--- src/rtl/alu_pkg.sv ---
// Shared ALU types: opcode enum, captured-entry struct and the ALU data width.
package alu_pkg;

  localparam int unsigned ALU_W = 4;

  typedef enum logic [1:0] {
    ALU_ADD = 2'b00,
    ALU_SUB = 2'b01,
    ALU_AND = 2'b10,
    ALU_OR  = 2'b11
  } alu_op_e;

  typedef struct packed {
    logic [ALU_W-1:0] res;
    alu_op_e          op;
    logic             c;
    logic             z;
    logic             n;
  } alu_entry_t;

endpackage

--- src/rtl/alu_result_fifo_if.sv ---
// Handshake/status bundle between the ALU, the result FIFO and its consumer.
// Optional ALU_RESULT_FIFO_STATS_EN adds stat_sel/stat_cnt.
interface alu_result_fifo_if
  import alu_pkg::*;
#(
  parameter int unsigned W     = ALU_W,
  parameter int unsigned DEPTH = 4
);
  localparam int unsigned CntW = $clog2(DEPTH) + 1;

  logic            in_valid;
  logic            in_ready;
  logic [W:0]      in_res;
  alu_op_e         in_op;
  logic            out_valid;
  logic            out_ready;
  logic [W-1:0]    out_res;
  alu_op_e         out_op;
  logic            out_c;
  logic            out_z;
  logic            out_n;
  logic [CntW-1:0] count;
  logic            sticky_c;
  logic            clr_sticky;
`ifdef ALU_RESULT_FIFO_STATS_EN
  logic [1:0]      stat_sel;
  logic [7:0]      stat_cnt;
`endif

  // Environment side: ALU producer, consumer and status stage.
  modport master (
    output in_valid, in_res, in_op, out_ready, clr_sticky,
    input  in_ready, out_valid, out_res, out_op, out_c, out_z, out_n, count, sticky_c
`ifdef ALU_RESULT_FIFO_STATS_EN
    , output stat_sel
    , input  stat_cnt
`endif
  );

  // FIFO side.
  modport slave (
    input  in_valid, in_res, in_op, out_ready, clr_sticky,
    output in_ready, out_valid, out_res, out_op, out_c, out_z, out_n, count, sticky_c
`ifdef ALU_RESULT_FIFO_STATS_EN
    , input  stat_sel
    , output stat_cnt
`endif
  );

endinterface

--- src/rtl/alu_flag_gen.sv ---
// Combinational C/Z/N derivation from a raw ALU result and its opcode.
module alu_flag_gen
  import alu_pkg::*;
#(
  parameter int unsigned W = ALU_W
) (
  input  logic [W:0] res_i,
  input  alu_op_e    op_i,
  output logic       c_o,
  output logic       z_o,
  output logic       n_o
);

  // Carry only has meaning for arithmetic ops; logic ops report C=0.
  always_comb begin
    c_o = ((op_i == ALU_ADD) || (op_i == ALU_SUB)) ? res_i[W] : 1'b0;
    z_o = (res_i[W-1:0] == '0);
    n_o = res_i[W-1];
  end

endmodule

--- src/rtl/alu_result_fifo.sv ---
// ALU result FIFO: captures result+opcode+flags, presents them in order over
// valid/ready, and keeps a sticky carry. Optional per-opcode push counters
// under ALU_RESULT_FIFO_STATS_EN.
module alu_result_fifo
  import alu_pkg::*;
#(
  parameter int unsigned W     = ALU_W,
  parameter int unsigned DEPTH = 4
) (
  input logic           clk,
  input logic           rst,
  alu_result_fifo_if.slave bus
);

  localparam int unsigned PtrW = $clog2(DEPTH);
  localparam int unsigned CntW = PtrW + 1;

  logic [DEPTH-1:0][W-1:0] res_q;
  logic [DEPTH-1:0][1:0]   op_q;
  logic [DEPTH-1:0]        c_q, z_q, n_q;
  logic [PtrW-1:0]         wr_ptr_q, rd_ptr_q;
  logic [CntW-1:0]         count_q;
  logic                    sticky_q;
  logic                    push, pop;
  logic                    c_new, z_new, n_new;

  alu_flag_gen #(
    .W (W)
  ) u_flag_gen (
    .res_i (bus.in_res),
    .op_i  (bus.in_op),
    .c_o   (c_new),
    .z_o   (z_new),
    .n_o   (n_new)
  );

  // Ready depends on occupancy only, so a pop never frees a slot in the same cycle.
  always_comb begin
    bus.in_ready  = (count_q != CntW'(DEPTH));
    bus.out_valid = (count_q != '0);
    push          = bus.in_valid & bus.in_ready;
    pop           = bus.out_valid & bus.out_ready;
    bus.out_res   = res_q[rd_ptr_q];
    bus.out_op    = alu_op_e'(op_q[rd_ptr_q]);
    bus.out_c     = c_q[rd_ptr_q];
    bus.out_z     = z_q[rd_ptr_q];
    bus.out_n     = n_q[rd_ptr_q];
    bus.count     = count_q;
    bus.sticky_c  = sticky_q;
  end

  // Storage, pointers and occupancy; pointers wrap naturally at DEPTH.
  always_ff @(posedge clk) begin
    if (rst) begin
      res_q    <= '0;
      op_q     <= '0;
      c_q      <= '0;
      z_q      <= '0;
      n_q      <= '0;
      wr_ptr_q <= '0;
      rd_ptr_q <= '0;
      count_q  <= '0;
    end else begin
      if (push) begin
        res_q[wr_ptr_q] <= bus.in_res[W-1:0];
        op_q[wr_ptr_q]  <= bus.in_op;
        c_q[wr_ptr_q]   <= c_new;
        z_q[wr_ptr_q]   <= z_new;
        n_q[wr_ptr_q]   <= n_new;
        wr_ptr_q        <= wr_ptr_q + PtrW'(1);
      end
      if (pop) begin
        rd_ptr_q <= rd_ptr_q + PtrW'(1);
      end
      unique case ({push, pop})
        2'b10:   count_q <= count_q + CntW'(1);
        2'b01:   count_q <= count_q - CntW'(1);
        default: count_q <= count_q;
      endcase
    end
  end

  // Sticky carry: clear wins over a same-cycle set.
  always_ff @(posedge clk) begin
    if (rst || bus.clr_sticky) begin
      sticky_q <= 1'b0;
    end else if (push && c_new) begin
      sticky_q <= 1'b1;
    end
  end

`ifdef ALU_RESULT_FIFO_STATS_EN
  logic [3:0][7:0] stat_q;

  assign bus.stat_cnt = stat_q[bus.stat_sel];

  // Saturating per-opcode push counters, cleared with the sticky flag.
  always_ff @(posedge clk) begin
    if (rst || bus.clr_sticky) begin
      stat_q <= '0;
    end else if (push && (stat_q[bus.in_op] != 8'hFF)) begin
      stat_q[bus.in_op] <= stat_q[bus.in_op] + 8'd1;
    end
  end
`endif

endmodule
--- src/flat_wrapper.sv ---
// flat-port wrapper written by rule: the top's interface ports become plain ports
module alu_result_fifo_flat import alu_pkg::*;
#(
  parameter int unsigned W     = ALU_W,
  parameter int unsigned DEPTH = 4
)
  (clk, rst, bus_in_valid, bus_in_res, bus_in_op, bus_out_ready, bus_clr_sticky, bus_in_ready, bus_out_valid, bus_out_res, bus_out_op, bus_out_c, bus_out_z, bus_out_n, bus_count, bus_sticky_c);
  alu_result_fifo_if #(.W(W), .DEPTH(DEPTH)) bus_i ();
  input logic clk;
  input logic rst;
  input wire logic [$bits(bus_i.in_valid)-1:0] bus_in_valid;
  input wire logic [$bits(bus_i.in_res)-1:0] bus_in_res;
  input wire logic [$bits(bus_i.in_op)-1:0] bus_in_op;
  input wire logic [$bits(bus_i.out_ready)-1:0] bus_out_ready;
  input wire logic [$bits(bus_i.clr_sticky)-1:0] bus_clr_sticky;
  output wire logic [$bits(bus_i.in_ready)-1:0] bus_in_ready;
  output wire logic [$bits(bus_i.out_valid)-1:0] bus_out_valid;
  output wire logic [$bits(bus_i.out_res)-1:0] bus_out_res;
  output wire logic [$bits(bus_i.out_op)-1:0] bus_out_op;
  output wire logic [$bits(bus_i.out_c)-1:0] bus_out_c;
  output wire logic [$bits(bus_i.out_z)-1:0] bus_out_z;
  output wire logic [$bits(bus_i.out_n)-1:0] bus_out_n;
  output wire logic [$bits(bus_i.count)-1:0] bus_count;
  output wire logic [$bits(bus_i.sticky_c)-1:0] bus_sticky_c;
  assign bus_i.in_valid = bus_in_valid;
  assign bus_i.in_res = bus_in_res;
  assign bus_i.in_op = bus_in_op;
  assign bus_i.out_ready = bus_out_ready;
  assign bus_i.clr_sticky = bus_clr_sticky;
  assign bus_in_ready = bus_i.in_ready;
  assign bus_out_valid = bus_i.out_valid;
  assign bus_out_res = bus_i.out_res;
  assign bus_out_op = bus_i.out_op;
  assign bus_out_c = bus_i.out_c;
  assign bus_out_z = bus_i.out_z;
  assign bus_out_n = bus_i.out_n;
  assign bus_count = bus_i.count;
  assign bus_sticky_c = bus_i.sticky_c;
  alu_result_fifo #(.W(W), .DEPTH(DEPTH)) u_core (.clk(clk), .rst(rst), .bus(bus_i));
endmodule
--- config.mk ---
export PLATFORM = sky130hd
export DESIGN_NAME = alu_result_fifo_flat
export DESIGN_NICKNAME = d
export VERILOG_FILES = /design/src/rtl/alu_pkg.sv /design/src/rtl/alu_result_fifo_if.sv /design/src/rtl/alu_flag_gen.sv /design/src/rtl/alu_result_fifo.sv /design/src/flat_wrapper.sv
export SDC_FILE = /design/constraint.sdc
export NUM_CORES = 1
export LEC_CHECK = 0
export ABC_AREA = 1
export ABC_CLOCK_PERIOD_IN_PS = 3000
export BUFFER_PORTS_ARGS = -buffer_cell sky130_fd_sc_hd__buf_2
export CAP_MARGIN = 10
export CORE_ASPECT_RATIO = 1.25
export CORE_MARGIN = 2
export CORE_UTILIZATION = 48
export DETAILED_ROUTE_END_ITERATION = 12
export PLACE_DENSITY_LB_ADDON = 0.25
export REMOVE_ABC_BUFFERS = 1
export SLEW_MARGIN = 10
export SYNTH_ARGS = -nofsm -noshare
export SYNTH_HDL_FRONTEND = slang
export SYNTH_SLANG_ARGS = --single-unit
--- constraint.sdc ---
create_clock -name clk -period 3 [get_ports clk]
set_clock_uncertainty 0.15 [all_clocks]
set_input_delay 0.3 -clock clk [delete_from_list [all_inputs] [get_ports clk]]
set_output_delay 0.3 -clock clk [all_outputs]
set_load 0.005 [all_outputs]
# ---- Yosys cells after proc, flatten, opt, wreduce, memory -nomap -nowiden
# Cells that the tools add are included.
# Widths: inputs -> output; s select.
dict set report classes {
  n_addsub 4
  magnitude_cmp 3
  eq_ne 4
  muxes 23
  bitwise 2
  n_reduce_logical 8
}
# cell n
set op_table {}
lappend op_table {{$bwmux 16} 1}
lappend op_table {{$bwmux 4} 3}
lappend op_table {{$bmux 4 s2} 1}
lappend op_table {{$bwmux 8} 1}
lappend op_table {{$demux 4 s2} 1}
lappend op_table {{$mux 4} 2}
lappend op_table {{$bmux 1 s2} 3}
lappend op_table {{$lt 2x3->1 const B} 2}
lappend op_table {{$pmux 3 s2} 1}
lappend op_table {{$mux 1} 5}
lappend op_table {{$add 2x1->2 const B} 2}
lappend op_table {{$bmux 2 s2} 1}
lappend op_table {{$demux 2 s2} 1}
lappend op_table {{$eq 2x1->1 const B} 2}
lappend op_table {{$logic_not 4->1} 1}
lappend op_table {{$mux 2} 2}
lappend op_table {{$add 3x1->3 const B} 1}
lappend op_table {{$ne 3x3->1 const B} 1}
lappend op_table {{$reduce_bool 3->1} 1}
lappend op_table {{$sub 3x1->3 const B} 1}
lappend op_table {{$and 1x1->1} 2}
lappend op_table {{$demux 1 s2} 1}
lappend op_table {{$eq 2x2->1 const B} 1}
lappend op_table {{$ge 2x1->1 const B} 1}
lappend op_table {{4 further kinds} 6}
dict set report totals {
  register_bits 44
}

# ---- Depth between registers and ports, before layout
dict set report depth {
  word_depth 5
  depth_mapped 13
  mapped_depth_nobuf 13
}

# ---- Modules after synthesis
# A second synthesis with hierarchy kept.
dict set report unflattened {
  hier_cells 403
  area_unflattened_um2 2533.7
}
# module n_inst cells_per_inst area_per_inst_um2
set modules_own_cells {}
lappend modules_own_cells {alu_result_fifo 1 393 2492.4}
lappend modules_own_cells {alu_flag_gen 1 10 41.3}

# ---- Least setup slack after synthesis
# No wires, ideal clock.
dict set report synth_path {
  path_type {register to register}
  start {register u_core.count_q[0], in the netlist u_core.bus.count[0]}
  end {register u_core.count_q[2], in the netlist u_core.bus.count[2]}
  setup_ns 0.113
  t_arrival_ns 1.659
  required_time_ns 2.737
  path_slack_ns 1.078
  path_stages_with_launch 14
  path_buffers 1
  synth_period_minus_slack_ns 1.922
  cell_sequence {dfxtp_1 > nor2_2 > nand2_4 > buf_6 > nand2_1 > ha_1 > inv_1 > fa_1 > inv_1 > nand2_1 > nand3_1 > nand2_1 > nand2_1 > nor2_1}
}
dict set report synth_between {
  elab_chain_cells 4
  elab_cells_between_ends 10
}
# element line
set synth_lines {}
lappend synth_lines {{start: declaration} alu_result_fifo.sv:22} ;# logic [CntW-1:0] count_q;
lappend synth_lines {{start signal: assignment} alu_result_fifo.sv:76} ;# 2'b10: count_q <= count_q + CntW'(1);
lappend synth_lines {{start signal: assignment} alu_result_fifo.sv:77} ;# 2'b01: count_q <= count_q - CntW'(1);
lappend synth_lines {{start signal: assignment} alu_result_fifo.sv:78} ;# default: count_q <= count_q;
lappend synth_lines {{$ne 3x3->1 (*)} alu_result_fifo.sv:39} ;# bus.in_ready = (count_q != CntW'(DEPTH));
lappend synth_lines {{via bus_in_ready} flat_wrapper.sv:16} ;# output wire logic [$bits(bus_i.in_ready)-1:0] bus_in_ready;
lappend synth_lines {{$and 1x1->1 (*)} alu_result_fifo.sv:41} ;# push = bus.in_valid & bus.in_ready;
lappend synth_lines {{$eq 2x1->1 / $eq 2x2->1 (equally long branches)} alu_result_fifo.sv:75} ;# unique case ({push, pop})
lappend synth_lines {{$pmux 3 s2 / $reduce_bool 2->1 (equally long branches)} --}
# Mark *: on every way through the listed nets, which the timed path passes. The rest lies on a longest branch.
# A chain may end at the register's enable or synchronous reset.

# ---- Worst setup path in the final report
dict set report layout_path {
  start {register u_core.count_q[1], in the netlist u_core.bus.count[1]}
  end {register u_core.count_q[2], in the netlist u_core.bus.count[2]}
}
dict set report layout_between {
  elab_chain_cells 4
  elab_cells_between_ends 10
}
# element line
set layout_lines {}
lappend layout_lines {{$ne 3x3->1 / $reduce_bool 3->1 (equally long branches)} {alu_result_fifo.sv:39, alu_result_fifo.sv:40}}
lappend layout_lines {{$and 1x1->1 (on tied branches)} {alu_result_fifo.sv:41, alu_result_fifo.sv:42}}
lappend layout_lines {{$eq 2x1->1 / $eq 2x2->1 (equally long branches)} alu_result_fifo.sv:75}
lappend layout_lines {{$pmux 3 s2 / $reduce_bool 2->1 (equally long branches)} --}
# Several ways; a longest one is shown, not always the timed one.

==> flow_summary_export.csv <==
group,metric,value,unit
run_status,run_status,"completed",
timing,rsz0062_at_grt,"no",
clocking,clock_tree.root_cell,"clkbuf_8",
floorplanning,placeableCoreArea,4131,sq um
global_route,grt_start_max_net_pins,26,
setup_path,data_arrival_at_the_endpoint_of_the_critical_path,2.01,ns
floorplanning,core.rowCount,26,
floorplanning,die_y,77.44,microns
detailed_routing,detail_route.drc_violations,0,
setup_path,worstSetupStartpointType,"flop",
final_layout,layout.nets,354,
worst_hold_path,hold_path_depth,3,
floorplanning,ioPinCount,27,
floorplanning,initial_utilization,50.12,%
floorplanning,design.die.area,4859,sq um
timing,fin_setup_tns,0,ns
yosys,avgSynthCellArea,6.553,sq um
timing,max_slew.worst_pin.slew,0.5416,ns
setup_path,crit_path_frequent_cell,"nand2_1",
yosys,syn-instance-count,316,
detailed_routing,detail_route.vias_per_cell,4.580,
setup_path,worstPathRequired,3.04,ns
global_route,total_congestion_overflow,0,
clocking,clk-insertion-delay-late,0.29,ns
yosys,yosys.area.top_type,"dfxtp_1",
detailed_routing,routed_wl,4140,microns
power,post-layout-total-power,1.586,mW
clocking,cts_inserted_buffers,5,
final_layout,filler_cell_count,438,
yosys,synth.lib_cells_used.distinct,23,
clocking,holdBufCountCts,0,
final_layout,mostFrequentLayoutCells,"79 x nand2_1, 79 x nor2_1, 46 x inv_1",
yosys,synth-seq-cells,40,
detailed_routing,vias_post_dr,1800,
final_layout,finish.instance_area,2267,sq um
global_route,antenna_found_initial,0,
power,power_leakage,1.202,nW
yosys,synth_seq_area_share,38.67,%
timing,period_minus_slack,1.967,ns
detailed_routing,first_iter_violations,94,
place,placed_cell_area,2175,sq um
yosys,biggest_area_contributors_in_the_synthesized_netlist,"dfxtp_1 39%, nand2_1 14%, nor2_1 14%, inv_1 8.3%, o21ai_0 4.4%",
setup_path,rr_worst_depth,12,
job,max-cap-violations,0,
setup_path,path_class,"reg -> reg",
yosys,post-synth-top-area-fraction,38.67,%
setup_path,max_stage_delay,0.38,ns
detailed_routing,wl_per_cell,10.53,microns
detailed_routing,detailed_routing_iteration_count_for_the_pre_antenna_repair_pass,4,
final_layout,antenna_cells_inserted,0,
place,placed_cells,385,
final_layout,final-instance-count-excl-fill,393,
power,internal_power,1.007,mW
place,buffer_ports.inserted,26,
power,switching_power,0.5793,mW
setup_path,end_kind,"flop",
setup_path,critical_path.cell_chain,"nor2_2, nand2_4, nand2_1, ha_1, inv_1, fa_1, inv_1, nand2_1, nand3_1, nand2_1, nand2_1, nor2_1",
final_layout,share_of_cells_above_drive_strength_1,12.76,%
timing,maxClockFrequency,508.5,MHz
timing,report.final.slew_viol_count,0,
power,clock_power_share,23.2,%
clocking,clock_sinks,40,
setup_path,max_fo_critical_path,13,
timing,finalHoldViolCount,0,
global_route,grt_first_pass_wirelength,7224,microns
detailed_routing,antenna_violating_nets_post_route,0,
power,sw_frac_of_total,36.53,%
clocking,cts.clk_slew.worst_paths,0.07,ns
power,power.share.combinational,35.7,%
final_layout,area_growth,9.486,%
yosys,synthesis.yosys.warnings,0,
global_route,first_global_vias,1572,
power,power.density_cell_area,699.5,nW/um^2
clocking,cts_tree,"built",
clocking,post-cts-setup-buffers,0,
place,place_hpwl,2701,microns
timing,finalCritPeriodShare,65.56,%
clocking,cts-root-to-sink-buffers,2,
timing,slew-limit-headroom,63.85,%
timing,setup_violations,0,
power,peakVddDrop,374.7,uV
clocking,htree_levels,2,
global_route,gr-usage-all-layers,18.73,%
power,power_frac_seq,41.1,%
floorplanning,chipWidth,62.75,microns
place,gp_routability_congestion,0.7219,
clocking,cts_resized,0,
yosys,netlist_area,2071,sq um
worst_hold_path,worstHoldPathType,"in -> reg",
setup_path,worst_path_max_delay_cell,"fa_1",
-- path summary, 6_finish.rpt --
check | startpoint | slack (ns) | end
max | u_core.bus.count[1] | 1.03 | u_core.bus.count[2]
min | bus_clr_sticky | 0.09 | u_core.bus.sticky_c
max reg2reg | u_core.bus.count[1] | 1.03 | u_core.bus.count[2]
min reg2reg | u_core.bus.sticky_c | 0.29 | u_core.bus.sticky_c
-- layer usage --
metal  part of all wire, %  GRT usage (%)  vias to the layer above
met5                     0              0                        -
met4                  0.80          6.000                        0
met3                   4.3          4.493                        5
met2                    50          31.61                       40
met1                    45          23.48                      760
li1                      -              -                      995
-- area by class of cell --
type	count	area (sq um)	area share, %
clock inverter	2	10.01	0.4415
inverter	46	172.7	7.616
multi-input combinational	215	985.9	43.49
sequential	40	800.8	35.32
clock buffer	6	82.58	3.642
tap	56	70.07	3.091
timing repair buffer	28	145.1	6.402
-- state kept, by name (all words and copies together), names as in the netlist --
name and count:
u_core.wr_ptr_q 2, u_core.op_q 8, u_core.rd_ptr_q 2, u_core.z_q 4, u_core.bus.sticky_c 1, u_core.n_q 3
u_core.bus.count 3, u_core.c_q 4, u_core.res_q 13
-- per-stage QoR --
step	utilization, %	setup WS (ns)	hold slack, ns
floorplan	-	1.132	0.2191
global placement	52.63	1.069	0.2832
detailed placement	52.63	1.023	0.2909
CTS	54.88	1.013	0.07825
global route	54.88	0.7929	0.08019
finish	54.88	1.033	0.08500
-- worst max-delay path: cells and delay by family, from the launching register on --
| family | cells | cell delay (ns) |
|---|---|---|
| buffers and inverters | 2 | 0.13 |
| adders and majority gates | 2 | 0.55 |
| and+or+nand+nor | 8 | 0.69 |
| DFF | 1 | 0.34 |
-- cell families after synthesis --
| logic type | after synthesis | synth area share, % |
|---|---|---|
| and+or+nand+nor | 176 | 35.17 |
| buffers and inverters | 61 | 13.72 |
| DFF | 40 | 38.67 |
| AOI/OAI and AO/OA | 33 | 8.459 |
| adders and majority gates | 6 | 3.988 |
-- cell usage after synthesis --
library cell	count
nand2_1	79
nor2_1	79
inv_1	46
dfxtp_1	40
o21ai_0	18
o22ai_1	8
a21oi_1	7
buf_2	6
ha_1	5
nand3_1	5
nand4_1	5
buf_4	3
nand3_2	3
buf_6	2
clkbuf_1	2
buf_8	1
clkbuf_8	1
fa_1	1
nand2_4	1
nand3_4	1
nor2_2	1
nor3b_1	1
or2_2	1
-- power groups by stage --
stage / Combinational [mW] / Sequential [mW] / Clock, mW
floorplan: 0.366 / 0.668 / 0
global placement: 0.568 / 0.660 / 0
detailed placement: 0.572 / 0.664 / 0
CTS: 0.575 / 0.651 / 0.380
global route: 0.657 / 0.663 / 0.400
finish: 0.566 / 0.652 / 0.368
Note: power is estimated with default switching activity, not from simulation.
